`src/rtl/base_arb_pkg.sv`:
```
// Shared types and helpers for the round-robin arbiter family.
package base_arb_pkg;

  typedef enum logic {
    ARB  = 1'b0,
    LOCK = 1'b1
  } arb_st_t;

  function automatic int f_lw(input int ways);
    return (ways > 1) ? $clog2(ways) : 1;
  endfunction

endpackage

```
`src/rtl/base_arb_pick.sv`:
```
// Combinational round-robin pick: lowest masked requester, else lowest requester,
// plus the priority mask that follows the chosen grant.
module base_arb_pick
  import base_arb_pkg::*;
#(
  parameter int ways = 4,
  parameter int lw   = f_lw(ways)
) (
  input  logic [0:ways-1] req,
  input  logic [0:ways-1] msk,
  output logic [0:ways-1] gnt,
  output logic [0:lw-1]   enc,
  output logic [0:ways-1] nmsk
);

  // OR-prefix from index 0 upward.
  function automatic logic [0:ways-1] therm(input logic [0:ways-1] v);
    logic [0:ways-1] t;
    t[0] = v[0];
    for (int i = 1; i < ways; i++) begin
      t[i] = t[i-1] | v[i];
    end
    return t;
  endfunction

  function automatic logic [0:ways-1] lowest(input logic [0:ways-1] v);
    return v & ~(therm(v) >> 1);
  endfunction

  logic [0:ways-1] mreq_s;

  // Winner selection, binary encode and the mask strictly above the winner.
  always_comb begin
    mreq_s = req & msk;
    if (|mreq_s) begin
      gnt = lowest(mreq_s);
    end else begin
      gnt = lowest(req);
    end
    enc = '0;
    for (int i = 0; i < ways; i++) begin
      if (gnt[i]) begin
        enc = enc | lw'(i);
      end else begin
        enc = enc;
      end
    end
    nmsk = therm(gnt) >> 1;
  end

endmodule

```
`src/rtl/base_rr_arb.sv`:
```
// Round-robin arbiter with valid/ready downstream handshake and optional grant
// hold while the downstream port stalls.
module base_rr_arb
  import base_arb_pkg::*;
#(
  parameter int ways = 4,
  parameter bit hold = 1'b1,
  parameter int lw   = f_lw(ways)
) (
  input  logic            clk,
  input  logic            reset,
  input  logic [0:ways-1] i_v,
  output logic [0:ways-1] i_r,
  output logic            o_v,
  input  logic            o_r,
  output logic [0:ways-1] o_gnt,
  output logic [0:lw-1]   o_enc
);

  logic [0:ways-1] msk_q, msk_d;
  logic [0:ways-1] lgnt_q, lgnt_d;
  arb_st_t         st_q, st_d;

  logic [0:ways-1] pick_req_s;
  logic [0:ways-1] pick_gnt_s;
  logic [0:lw-1]   pick_enc_s;
  logic [0:ways-1] pick_nmsk_s;
  logic            xfer_s;

  // While locked, the picker only sees the locked requester, so its gnt, enc
  // and next mask all describe the held grant.
  always_comb begin
    if (st_q == LOCK) begin
      pick_req_s = lgnt_q & i_v;
    end else begin
      pick_req_s = i_v;
    end
    xfer_s = (|pick_gnt_s) & o_r;
  end

  base_arb_pick #(
    .ways (ways),
    .lw   (lw)
  ) u_pick (
    .req  (pick_req_s),
    .msk  (msk_q),
    .gnt  (pick_gnt_s),
    .enc  (pick_enc_s),
    .nmsk (pick_nmsk_s)
  );

  // State register.
  always_ff @(posedge clk or posedge reset) begin
    if (reset) begin
      msk_q  <= '1;
      st_q   <= ARB;
      lgnt_q <= '0;
    end else begin
      msk_q  <= msk_d;
      st_q   <= st_d;
      lgnt_q <= lgnt_d;
    end
  end

  // Next-state: rotate priority on transfer, lock on stall, release on
  // transfer or when the locked requester withdraws (mask left untouched).
  always_comb begin
    st_d   = st_q;
    msk_d  = msk_q;
    lgnt_d = lgnt_q;
    case (st_q)
      ARB: begin
        if (xfer_s) begin
          msk_d = pick_nmsk_s;
        end else if (hold && (|pick_gnt_s)) begin
          st_d   = LOCK;
          lgnt_d = pick_gnt_s;
        end else begin
          st_d = ARB;
        end
      end
      LOCK: begin
        if (xfer_s) begin
          msk_d  = pick_nmsk_s;
          st_d   = ARB;
          lgnt_d = '0;
        end else if (!(|pick_gnt_s)) begin
          st_d   = ARB;
          lgnt_d = '0;
        end else begin
          st_d = LOCK;
        end
      end
      default: begin
        st_d   = ARB;
        lgnt_d = '0;
      end
    endcase
  end

  // Outputs are forced quiet for as long as reset is held.
  always_comb begin
    if (reset) begin
      o_gnt = '0;
      o_enc = '0;
    end else begin
      o_gnt = pick_gnt_s;
      o_enc = pick_enc_s;
    end
    o_v = |o_gnt;
    i_r = o_gnt & {ways{o_r}};
  end

endmodule
```
`config.mk`:
```
export PLATFORM = sky130hd
export DESIGN_NAME = base_rr_arb
export DESIGN_NICKNAME = d
export VERILOG_FILES = /design/src/rtl/base_arb_pkg.sv /design/src/rtl/base_arb_pick.sv /design/src/rtl/base_rr_arb.sv
export SDC_FILE = /design/constraint.sdc
export NUM_CORES = 1
export LEC_CHECK = 0
export CORE_UTILIZATION = 48
export DETAILED_ROUTE_END_ITERATION = 7
export PLACE_DENSITY = 0.78
export SYNTH_ARGS = -nofsm -noshare
export SYNTH_HDL_FRONTEND = slang
export SYNTH_HIERARCHICAL = 1
export SYNTH_SLANG_ARGS = --single-unit
```
`constraint.sdc`:
```
create_clock -name clk -period 3.2 [get_ports clk]
set_clock_uncertainty 0.05 [all_clocks]
set_input_delay 0.32 -clock clk [delete_from_list [all_inputs] [get_ports clk]]
set_output_delay 0.32 -clock clk [all_outputs]
set_load 0.05 [all_outputs]
```
# After elaboration in Yosys (flattened, before gate mapping)
# Cells that the tools add are included.
[classes]
eq_ne = 3
muxes = 15
bitwise_logic = 15
n_reduce_logical = 4
[ops]
columns = ["op", "n"]
rows = [
  ["4-bit two-way mux", 8],
  ["4-bit bitwise AND", 5],
  ["4-bit OR reduction", 3],
  ["3-bit NOT with 4-bit output", 2],
  ["4-bit one-hot mux with 2 select lines", 1],
  ["2-bit two-way mux", 3],
  ["1-bit OR", 6],
  ["2-bit != test, second input constant", 2],
  ["1-bit two-way mux", 3],
  ["3-bit != test, second input constant", 1],
  ["3-bit AND reduction", 1],
  ["1-bit bitwise AND", 1],
  ["1-bit NOT", 1],
]
[word_totals]
reg_bits = 9
inputBits = 7
out_inout_bits = 11

# Logic depth before layout (Yosys ltp)
# Gate-level depths: netlist (run 1).
[logic_depth]
depth_word = 12
depth_mapped = 9
mapped_depth_nobuf = 8

# Cells and area by module
# The synthesis (run 1) kept the hierarchy.
[modules_own_cells]
columns = ["mod", "n_inst", "cells_each", "area_per_inst_um2", "seq_area_each_um2"]
rows = [
  ["base_rr_arb", 1, 53, 581.8, 230.2],
  ["base_arb_pick", 1, 28, 172.7, 0.0],
]

# Worst setup path before layout (run 1)
# No wires, ideal clock.
[synth_path]
path_type = "flip-flop to output port"
from = "register st_q"
to = "output i_r[1] (netlist bit)"
arrival_ns = 2.614
required_time_ns = 2.830
setup_slack_ns = 0.216
stages_incl_launch_ff = 7
path_buffers = 1
cell_sequence = "dfrtp_1 buf_2 a21boi_1 nand2b_1 o21ai_0 nor2b_1 and2_1"
[synth_lines]
columns = ["element", "line_no", "rtl"]
rows = [
  ["start: declaration", "base_rr_arb.sv:22", "arb_st_t st_q, st_d;"],
  ["start signal: assignment", "base_rr_arb.sv:60", "st_q <= st_d;"],
  ["4-bit two-way mux *", "base_rr_arb.sv:33", "if (st_q == LOCK) begin"],
  ["named net pick_req_s, one bit", "base_rr_arb.sv:24", "logic [0:ways-1] pick_req_s;"],
  ["4-bit bitwise AND", "base_arb_pick.sv:34", "mreq_s = req & msk;"],
  ["4-bit OR reduction or 4-bit bitwise AND (tied branches)", "base_arb_pick.sv:35, base_arb_pick.sv:27", ""],
  ["4-bit two-way mux *", "base_arb_pick.sv:35", "if (|mreq_s) begin"],
  ["named net pick_gnt_s, one bit", "base_rr_arb.sv:25", "logic [0:ways-1] pick_gnt_s;"],
  ["4-bit two-way mux *", "base_rr_arb.sv:103", "if (reset) begin"],
  ["named net o_gnt, one bit", "base_rr_arb.sv:16", "output logic [0:ways-1] o_gnt,"],
  ["4-bit bitwise AND *", "base_rr_arb.sv:111", "i_r = o_gnt & {ways{o_r}};"],
  ["end: declaration", "base_rr_arb.sv:13", "output logic [0:ways-1] i_r,"],
]
# Mark *: on every way through the listed nets, which the timed path passes. The rest lies on a longest branch.

# Final worst setup path (run 1)
[layout_path]
from = "register st_q"
to = "output o_enc[1] (netlist bit)"
[layout_between]
elab_chain_cells = 9
[layout_rtl]
columns = ["element", "line_no", "rtl"]
rows = [
  ["4-bit two-way mux *", "base_rr_arb.sv:33", ""],
  ["named net pick_req_s, one bit", "base_rr_arb.sv:24", ""],
  ["4-bit bitwise AND", "base_arb_pick.sv:34", ""],
  ["1-bit OR (2 in a row)", "base_arb_pick.sv:21", "t[i] = t[i-1] | v[i];"],
  ["3-bit NOT with 4-bit output", "base_arb_pick.sv:27", "return v & ~(therm(v) >> 1);"],
  ["4-bit bitwise AND", "base_arb_pick.sv:27", ""],
  ["4-bit two-way mux *", "base_arb_pick.sv:35", ""],
  ["2-bit two-way mux *", "base_arb_pick.sv:42", "if (gnt[i]) begin"],
  ["named net pick_enc_s, one bit", "base_rr_arb.sv:26", "logic [0:lw-1] pick_enc_s;"],
  ["2-bit two-way mux *", "base_rr_arb.sv:103", ""],
  ["end: declaration", "base_rr_arb.sv:17", "output logic [0:lw-1] o_enc"],
]
# Marked as above.

==> out/metrics.cfg, run 1 <==
[final_layout]
nFillCells = 108
fin_area_um2 = 937
drive_above_1_share_pct = 27.3
syn_to_final_growth_pct = 24.2
final_util_pct = 67.8
final_cell_count_no_fill = 114
fin_nets = 107
num_antenna_cells = 0

[clocking]
cts_setup_buffers = 0
h-tree-depth = 1
cts-root-buf = clkbuf_4
clock_latency_ps = 260
ctsHoldBuffers = 0
cts_tree = yes
path_clk_slew_ps = 70
cts_sinks = 9
cts_buffer_depth = 2
numCtsBuffers = 3

[timing]
fmax_mhz = 336
rsz0062_at_grt = no
setup_viol = 0
fin_setup_tns_ps = 0
finalCritPeriodShare_pct = 92.9
tightestPinTransition_ps = 502
fin_crit_ps = 2970
hold_viol = 0
worst_slack_ps = 227
slew_violations = 0
slew_headroom_pct = 66.5
holdWs_ps = 455

[routing]
num_vias = 637
ant_nets = 0
drtIter0Drc = 6
finalWirelength_mm = 1.49
post_drt_wl_per_cell_um = 13.1
viasPerCell = 5.59
drc = 0
dr.pass1.iters = 4

[worst_setup_path]
critPathMaxFanout = 13
reg2reg_slack_ps = 620
cp_data_required_time_ps = 2830
worstSetupStartpointType = flop
r2r_end = msk_q[3]
crit_slowest_cell = clkdlybuf4s50_1
r2r_cells = 7
path_cells = a21boi_1 -> buf_4 -> a22oi_4 -> o2111ai_2 -> o211ai_1 -> nor2b_1 -> clkdlybuf4s50_1
critPathMaxStageDelay_ps = 810
cp-end-kind = primary output
startpoint = st_q
path_class = reg2out
worstReg2RegStart = st_q
arrival_ps = 2600

[yosys]
avgSynthCellArea_um2 = 9.31
synth_edf_count = 0
synth_nets = 88
netlist_area_um2 = 754
synth_cells = 81
synth_sequential_area_ratio_pct = 30.5
synth-main-ff-cell = dfrtp_1
ys_types = 33
ys_async_sr_fraction_pct = 100
yosys_warnings = 6
ys_ff_latch = 9

[placed_design]
place_ws_ps = 260
portBuffers = 17
place_area_um2 = 908
dpl.cell_count = 110
place_congestion = 0.818
dp_hpwl_mm = 1.13

[die]
coreArea_um2 = 1380
rows = 13
io_pins = 18
start_util_pct = 54.6
die_width_um = 41.6
die_height_um = 41.6
die_area_um2 = 1730

[power]
intPower_mw = 0.521
switching_share_pct = 47.9
pwr-share-comb_pct = 64.5
p_per_area_nw_per_um2 = 1070
max-vdd-ir-drop_mv = 0.497
power_mw = 1.00
p_clk_share_pct = 9.2
share_seq_of_total_power_pct = 26.3
p_leak_nw = 0.444
switchingPower_mw = 0.479

[grt]
first_global_vias = 551
grt_pass1_wl_mm = 2.45
grt_max_degree = 14
grt_overflow = 0
grt_usage_pct = 19.0
antenna_found_initial = 0

[min_path]
hp-class = in2async

[run_status]
outcome = finished, final reports clean

[flow_run]
maxCapViolations = 0

-- state kept, by name, summed over array words and instances (netlist names) --
signal	flops
st_q	1
msk_q	4
lgnt_q	4
-- logic make-up after synthesis --
group           count (synthesis)  synth area share, %
compound gates                 25                 27.0
buf+inv                        12                 9.45
flops                           9                 30.5
mux                             4                 7.96
other cells                     1                0.497
simple gates                   30                 24.5
-- cell type report --
type | count | area, um2 | share of cell area, %
Clock buffer | 4 | 26.3 | 2.80
Multi-Input combinational cell | 60 | 453 | 48.3
Inverter | 7 | 26.3 | 2.80
Tap cell | 15 | 18.8 | 2.00
Sequential cell | 9 | 230 | 24.6
Timing Repair Buffer | 19 | 183 | 19.5
-- Yosys cell counts (all sizes together) (2+ instances only) --
master / count / share of area, %
inv: 7 / 3.5
nor2b: 7 / 6.1
dfstp: 4 / 14
or4: 2 / 2.5
nor2: 2 / 1.0
dfrtp: 5 / 17
o21ai: 4 / 2.7
a21oi: 2 / 2.8
and2b: 4 / 4.1
o2bb2ai: 4 / 4.6
mux2: 4 / 8.0
nand2: 7 / 4.5
buf: 4 / 4.1
a31oi: 5 / 4.1
a21boi: 5 / 5.0
and2: 5 / 4.1
-- worst max-delay path, delay by kind of cell, from the launching register on --
family                 cells  cell delay (ps)
AOI/OAI and AO/OA          4              620
buffers and inverters      2              980
DFF                        1              580
and+or+nand+nor            1              150
-- metal layers --
metal / wire (um) / part of all wire (%) / global-route usage (%)
met1: 709 / 48 / 25.0
met2: 669 / 45 / 28.1
met3: 74 / 5.0 / 4.35
met4: 37 / 2.5 / 11.6
met5: 0 / 0 / 0
-- how the worst max path moves through the flow --
stage	to	slack (ps)
3_3_place_gp	o_gnt[2]	280
2_1_floorplan	i_r[1]	220
3_5_place_dp	o_gnt[2]	260
5_1_grt	o_enc[1]	50
6_report	o_enc[1]	230
4_1_cts	o_gnt[2]	130
-- power by group through the flow --
| stage | Combinational [mW] | Clock [mW] | Sequential [mW] |
|---|---|---|---|
| after floorplan | 0.556 | 0 | 0.233 |
| after global placement | 0.637 | 0 | 0.261 |
| after detailed placement | 0.645 | 0 | 0.263 |
| after CTS | 0.648 | 0.0936 | 0.261 |
| after global routing | 0.692 | 0.102 | 0.272 |
| final | 0.645 | 0.0920 | 0.263 |
-- cell usage in the layout, fill, tap and decap left out --
cell type,instances
clkdlybuf4s50_1,9
buf_4,8
inv_1,7
nor2b_1,6
nand2_1,6
a31oi_1,5
and2_1,5
a21boi_1,5
dfrtp_1,5
o2bb2ai_1,4
mux2_4,4
dfstp_2,4
o21ai_0,4
and2b_1,3
clkbuf_4,3
nor2_1,2
or4_4,1
a21oi_4,1
and2b_2,1
nand2_4,1
nor2b_2,1
or4_1,1
clkbuf_1,1
dlymetal6s2s_1,1
buf_12,1
nand2b_1,1
nand3_1,1
a21oi_1,1
a22oi_4,1
nor3_1,1
o2111ai_2,1
a2bb2oi_1,1
o22ai_1,1
o211ai_1,1
conb_1,1
-- timing repair --
action,in CTS,in global routing
endpoints found under the setup margin,0,1
endpoints found under the hold margin,0,0
gates resized for setup,0,1
(Power assumes the default switching activity.)
==> run 2: changes to the inputs <==
--- a/config.mk
+++ b/config.mk
@@ -7,8 +7,9 @@
 export LEC_CHECK = 0
 export CORE_UTILIZATION = 48
 export DETAILED_ROUTE_END_ITERATION = 7
-export PLACE_DENSITY = 0.78
+export PLACE_DENSITY = 0.81
 export SYNTH_ARGS = -nofsm -noshare
 export SYNTH_HDL_FRONTEND = slang
 export SYNTH_HIERARCHICAL = 1
 export SYNTH_SLANG_ARGS = --single-unit
+export TNS_END_PERCENT = 50
==> run 2 against run 1 <==
Final cell count stayed put. Clock power is 0.7% higher. Cell area is 0.53% lower. Critical path depth stayed put. Maximum frequency is 1.0% lower. First-iteration DRC count grew to 3.7 times the previous value. Count of clock-buffer cells in the layout stayed put. Sequential cell count stayed put. Via count is 3.8% higher. Wire length is 5.4% higher. Critical path type unchanged. Highest routed layer is now met3.
==> out/metrics.cfg, run 2 (same netlist as run 1, synthesis figures left out) <==
[die]
die_area_um2 = 1730  ; unchanged
die_height_um = 41.6  ; unchanged
io_pins = 18  ; unchanged
start_util_pct = 54.6  ; unchanged
die_width_um = 41.6  ; unchanged
coreArea_um2 = 1380  ; unchanged
rows = 13  ; unchanged

[grt]
grt_usage_pct = 18.6  ; was 19.0%
grt_pass1_wl_mm = 2.57  ; was 2.45 mm
grt_overflow = 0  ; unchanged
first_global_vias = 600  ; was 551
antenna_found_initial = 0  ; unchanged
grt_max_degree = 14  ; unchanged

[timing]
finalCritPeriodShare_pct = 93.9  ; was 92.9%
fin_crit_ps = 3000  ; was 2970 ps
fin_setup_tns_ps = 0  ; unchanged
slew_violations = 0  ; unchanged
fmax_mhz = 333  ; was 336 MHz
setup_viol = 0  ; unchanged
worst_slack_ps = 196  ; was 227 ps
rsz0062_at_grt = no  ; unchanged
tightestPinTransition_ps = 496  ; was 502 ps
slew_headroom_pct = 66.8  ; was 66.5%
hold_viol = 0  ; unchanged

[placed_design]
place_ws_ps = 352  ; was 260 ps
place_congestion = 0.876  ; was 0.818
portBuffers = 17  ; unchanged
dp_hpwl_mm = 1.13  ; about the same
dpl.cell_count = 110  ; unchanged

[worst_setup_path]
worstSetupStartpointType = flop  ; unchanged
critPathMaxFanout = 13  ; unchanged
r2r_cells = 7  ; unchanged
worstReg2RegStart = st_q  ; unchanged
cp_data_required_time_ps = 2830  ; about the same
arrival_ps = 2630  ; was 2600 ps
reg2reg_slack_ps = 570  ; was 620 ps
path_class = reg2out  ; unchanged
cp-end-kind = primary output  ; unchanged
r2r_end = msk_q[1]  ; was msk_q[3]

[routing]
drc = 0  ; unchanged
finalWirelength_mm = 1.57  ; was 1.49 mm
viasPerCell = 5.80  ; was 5.59
num_vias = 661  ; was 637
post_drt_wl_per_cell_um = 13.8  ; was 13.1 um
ant_nets = 0  ; unchanged
drtIter0Drc = 22  ; was 6
dr.pass1.iters = 5  ; was 4

[final_layout]
final_cell_mix = clkdlybuf4s50_1, buf_4, inv_1  ; unchanged
drive_above_1_share_pct = 28.3  ; was 27.3%
syn_to_final_growth_pct = 23.5  ; was 24.2%
fin_nets = 107  ; unchanged
final_cell_count_no_fill = 114  ; unchanged
num_antenna_cells = 0  ; unchanged
nFillCells = 123  ; was 108
layout.area.seq_um2 = 230  ; unchanged
reg_top3 = lgnt_q x4, msk_q x4, st_q x1  ; unchanged
multiInputGateArea_um2 = 453  ; unchanged

[clocking]
cts_buffer_depth = 2  ; unchanged
clock_latency_ps = 270  ; was 260 ps
ctsHoldBuffers = 0  ; unchanged
cts_setup_buffers = 0  ; unchanged
numCtsBuffers = 3  ; unchanged
path_clk_slew_ps = 70  ; about the same
cts_tree = yes  ; unchanged
postCtsResizedCells = 0  ; unchanged
cts_sinks = 9  ; unchanged
h-tree-depth = 1  ; unchanged
cts-root-buf = clkbuf_4  ; unchanged

[power]
intPower_mw = 0.520  ; was 0.521 mW
max-vdd-ir-drop_mv = 0.572  ; was 0.497 mV
switchingPower_mw = 0.488  ; was 0.479 mW
share_seq_of_total_power_pct = 26.1  ; was 26.3%
pwr-share-comb_pct = 64.7  ; was 64.5%
p_per_area_nw_per_um2 = 1080  ; was 1070 nW/um2
switching_share_pct = 48.4  ; was 47.9%
power_mw = 1.01  ; was 1.00 mW
p_leak_nw = 0.429  ; was 0.444 nW
p_clk_share_pct = 9.2  ; about the same

[flow_run]
maxCapViolations = 0  ; unchanged

[min_path]
hp-class = in2async  ; unchanged

[run_status]
outcome = finished, final reports clean  ; unchanged

-- run 2: cell types whose count changed in the layout (fill, tap and decap cells not counted) --
cell / previous run / this run
dlymetal6s2s_1: 1 / 0
buf_4: 8 / 9
-- run 2: metrics by stage --
stage | hold slack [ps] | instance area [um2] | util (%)
floorplan | 95.1 | 754 | -
global placement | 444 | 906 | 65.5
detailed placement | 456 | 906 | 65.5
CTS | 469 | 932 | 67.4
global route | 497 | 932 | 67.4
finish | 454 | 932 | 67.4
-- run 2: cell type report --
cell class	count	share of cell area, %
inverter	7	2.82
sequential	9	24.7
clock buffer	4	2.82
multi-input combinational	60	48.6
timing repair buffer	19	19.1
tap	15	2.01
-- run 2: how the worst max path moves through the flow --
stage                      start  endpoint  slack, ps  depth (start not counted)
after floorplan             st_q    i_r[1]        220                          6
after global placement    i_v[1]  o_enc[1]        370                          8
after detailed placement  i_v[1]  o_gnt[3]        350                          8
after CTS                   st_q  o_gnt[3]        220                          7
after global routing        st_q  o_gnt[3]         40                          7
final                       st_q  o_gnt[3]        200                          7
-- run 2: metal layers --
| layer | global-route usage [%] | vias up | routed length [um] |
|---|---|---|---|
| li1 | - | 316 | - |
| met1 | 23.4 | 306 | 703 |
| met3 | 5.65 | 0 | 117 |
| met5 | 0 | - | 0 |
| met4 | 2.58 | 0 | 0 |
| met2 | 31.9 | 39 | 747 |
-- run 2: critical path, stage by stage, from the launching register on --
cell             delay (ps)
dfrtp_1                 580
a21boi_1                120
buf_4                   180
nor3_1                  260
o2111ai_2               140
inv_1                   120
nor2b_2                 170
clkdlybuf4s50_1         810
-- run 2: power groups by stage --
stage | Combinational, mW | Sequential (mW) | Clock [mW]
floorplan | 0.556 | 0.233 | 0
global placement | 0.636 | 0.261 | 0
detailed placement | 0.643 | 0.264 | 0
CTS | 0.646 | 0.261 | 0.0942
global route | 0.697 | 0.270 | 0.0988
finish | 0.653 | 0.263 | 0.0926
==> run 3: changes to the inputs <==
==> constraint.sdc (replaced) <==
create_clock -name clk -period 3.2 [get_ports clk]
set_clock_uncertainty 0.05 [all_clocks]
set_input_delay 0.64 -clock clk [delete_from_list [all_inputs] [get_ports clk]]
set_output_delay 0.64 -clock clk [all_outputs]
set_load 0.05 [all_outputs]
==> run 3 against run 2 <==
Critical path depth rose by 9. Maximum frequency down 5.4%. Global-route usage grew 11 points. Sequential power is 7% higher. Sequential cell count stayed put. Sequential share of layout area down 6.2 points. Die area stayed put. Cell area rose by 34%. Combinational power is 59% higher. Largest power group unchanged.
==> out/metrics.cfg, run 3 (same netlist as run 1, synthesis figures left out) <==
[final_layout]
reg_top3 = lgnt_q x4, msk_q x4, st_q x1  ; unchanged
final_util_pct = 90.7  ; was 67.4%
nFillCells = 54  ; was 123
num_antenna_cells = 0  ; unchanged
final_cell_mix = buf_4, inv_1, buf_6  ; was clkdlybuf4s50_1, buf_4, inv_1
fin_nets = 135  ; was 107
syn_to_final_growth_pct = 66.2  ; was 23.5%
layout_commonest_cell = buf_4
fin_area_um2 = 1250  ; was 932 um2
drive_above_1_share_pct = 59.8  ; was 28.3%

[die]
die_area_um2 = 1730  ; unchanged
start_util_pct = 54.6  ; unchanged
io_pins = 18  ; unchanged
coreArea_um2 = 1380  ; unchanged
rows = 13  ; unchanged
die_width_um = 41.6  ; unchanged
die_height_um = 41.6  ; unchanged

[power]
switchingPower_mw = 0.666  ; was 0.488 mW
pwr-share-comb_pct = 73.2  ; was 64.7%
intPower_mw = 0.749  ; was 0.520 mW
p_per_area_nw_per_um2 = 1130  ; was 1080 nW/um2
switching_share_pct = 47.1  ; was 48.4%
max-vdd-ir-drop_mv = 0.860  ; was 0.572 mV
p_clk_share_pct = 6.8  ; was 9.2%
power_mw = 1.41  ; was 1.01 mW
share_seq_of_total_power_pct = 20.0  ; was 26.1%
p_leak_nw = 0.619  ; was 0.429 nW

[worst_setup_path]
crit_slowest_cell = or4_4  ; was clkdlybuf4s50_1
cp-end-kind = flop  ; was primary output
critPathMaxFanout = 7  ; was 13
cp_top_family = buffers and inverters  ; unchanged
path_buf_inv = 9  ; was 3
worstSetupStartpointType = input pin  ; was flop
cp_data_required_time_ps = 3290  ; was 2830 ps
path_class = in2reg  ; was reg2out
path_cells = dlygate4sd2_1 -> a21boi_2 -> buf_6 -> buf_6 -> nor2_4 -> a21oi_2 -> nor2_2 -> buf_4 -> buf_4 -> buf_4 -> buf_4 -> buf_4 -> buf_4 -> or4_4 -> a31oi_1 -> o2bb2ai_1  ; was a21boi_1 -> buf_4 -> nor3_1 -> o2111ai_2 -> inv_1 -> nor2b_2 -> clkdlybuf4s50_1
critPathMaxStageDelay_ps = 570  ; was 810 ps
crit_top_cell = buf_4
arrival_ps = 3270  ; was 2630 ps

[routing]
drtIter0Drc = 42  ; was 22
finalWirelength_mm = 2.82  ; was 1.57 mm
drc = 0  ; unchanged
post_drt_wl_per_cell_um = 19.8  ; was 13.8 um
viasPerCell = 6.29  ; was 5.80
dr.pass1.iters = 4  ; was 5
num_vias = 893  ; was 661
ant_nets = 0  ; unchanged

[timing]
slew_violations = 0  ; unchanged
finalCritPeriodShare_pct = 99.2  ; was 93.9%
setup_viol = 0  ; unchanged
fin_crit_ps = 3170  ; was 3000 ps
fmax_mhz = 315  ; was 333 MHz
fin_setup_tns_ps = 0  ; unchanged
hold_viol = 0  ; unchanged

[clocking]
numCtsBuffers = 3  ; unchanged
cts_tree = yes  ; unchanged
cts_buffer_depth = 2  ; unchanged
ctsHoldBuffers = 0  ; unchanged
cts-root-buf = clkbuf_4  ; unchanged
cts_sinks = 9  ; unchanged
path_clk_slew_ps = 70  ; about the same
clock_latency_ps = 270  ; about the same
h-tree-depth = 1  ; unchanged

[grt]
grt_max_degree = 14  ; unchanged
antenna_found_initial = 0  ; unchanged
grt_overflow = 0  ; unchanged
grt_usage_pct = 29.9  ; was 18.6%
first_global_vias = 883  ; was 600
grt_pass1_wl_mm = 3.91  ; was 2.57 mm

[placed_design]
place_area_um2 = 1010  ; was 906 um2
dp_hpwl_mm = 1.40  ; was 1.13 mm
portBuffers = 17  ; unchanged
place_congestion = 0.924  ; was 0.876

[flow_run]
maxCapViolations = 0  ; unchanged

[run_status]
outcome = finished, final reports clean  ; unchanged

[min_path]
hp-class = reg2reg  ; was in2async

==> run 3: cell count changes in the layout (fill, tap and decap cells not counted), sizes merged <==
cell,previous run,this run
buf,10,41
dlygate4sd2,0,3
dlymetal6s2s,0,1
clkdlybuf4s50,9,2
==> run 3: cell type report <==
type	count	area, um2	share of cell area [%]
clock buffers	4	26.3	2.10
inverters	7	26.3	2.10
multi-input cells	60	524	41.8
flip-flops and latches	9	231	18.5
well taps	15	18.8	1.50
repair buffers	47	427	34.0
==> run 3: worst paths after layout <==
check / cells past startpoint / startpoint / slack (ps) / endpoint
setup / recovery: 16 / i_v[1] / 30 / lgnt_q[2]
hold / removal: 1 / lgnt_q[0] / 490 / lgnt_q[0]
min in group asynchronous: 2 / reset / 870 / lgnt_q[1]
hold reg to reg: 1 / lgnt_q[0] / 490 / lgnt_q[0]
max in group asynchronous: 2 / reset / 1910 / msk_q[3]
setup reg to reg: 15 / st_q / 70 / lgnt_q[2]
==> run 3: power groups by stage <==
stage | clock, mW | combinational, mW | sequential (mW)
floorplan | 0 | 0.559 | 0.233
global placement | 0 | 0.723 | 0.260
detailed placement | 0 | 0.747 | 0.262
CTS | 0.0928 | 0.918 | 0.273
global route | 0.101 | 1.07 | 0.285
finish | 0.0961 | 1.04 | 0.282
==> run 3: routing by layer <==
metal	GRT usage [%]	up-vias	part of all wire, %
li1	-	378	-
met1	30.8	411	36
met2	55.0	79	47
met3	4.78	25	9.9
met4	18.7	0	7.2
met5	0	-	0
==> run 3: per-stage QoR <==
stage	hold WS, ps	cells	worst slack [ps]
after floorplan	415	81	41.7
after global placement	450	121	-113
after detailed placement	455	121	-177
after CTS	469	138	1.52
after global routing	487	142	-12.1
final	491	142	25.9
==> run 3: repair_timing <==
item,CTS,global route
endpoints found under the setup margin,3,11
pin swaps,7,5
setup buffers,13,4
resized for setup,26,3
==> run 3: worst reg2reg max path, cell delays in order, from the launching register on <==
cell,delay [ps]
dfrtp_2,500
a21boi_2,190
buf_6,140
buf_6,110
nor2_4,50
a21oi_2,150
nor2_2,70
buf_4,130
buf_4,130
buf_4,130
buf_4,120
buf_4,120
buf_4,130
or4_4,570
a31oi_1,300
o2bb2ai_1,120
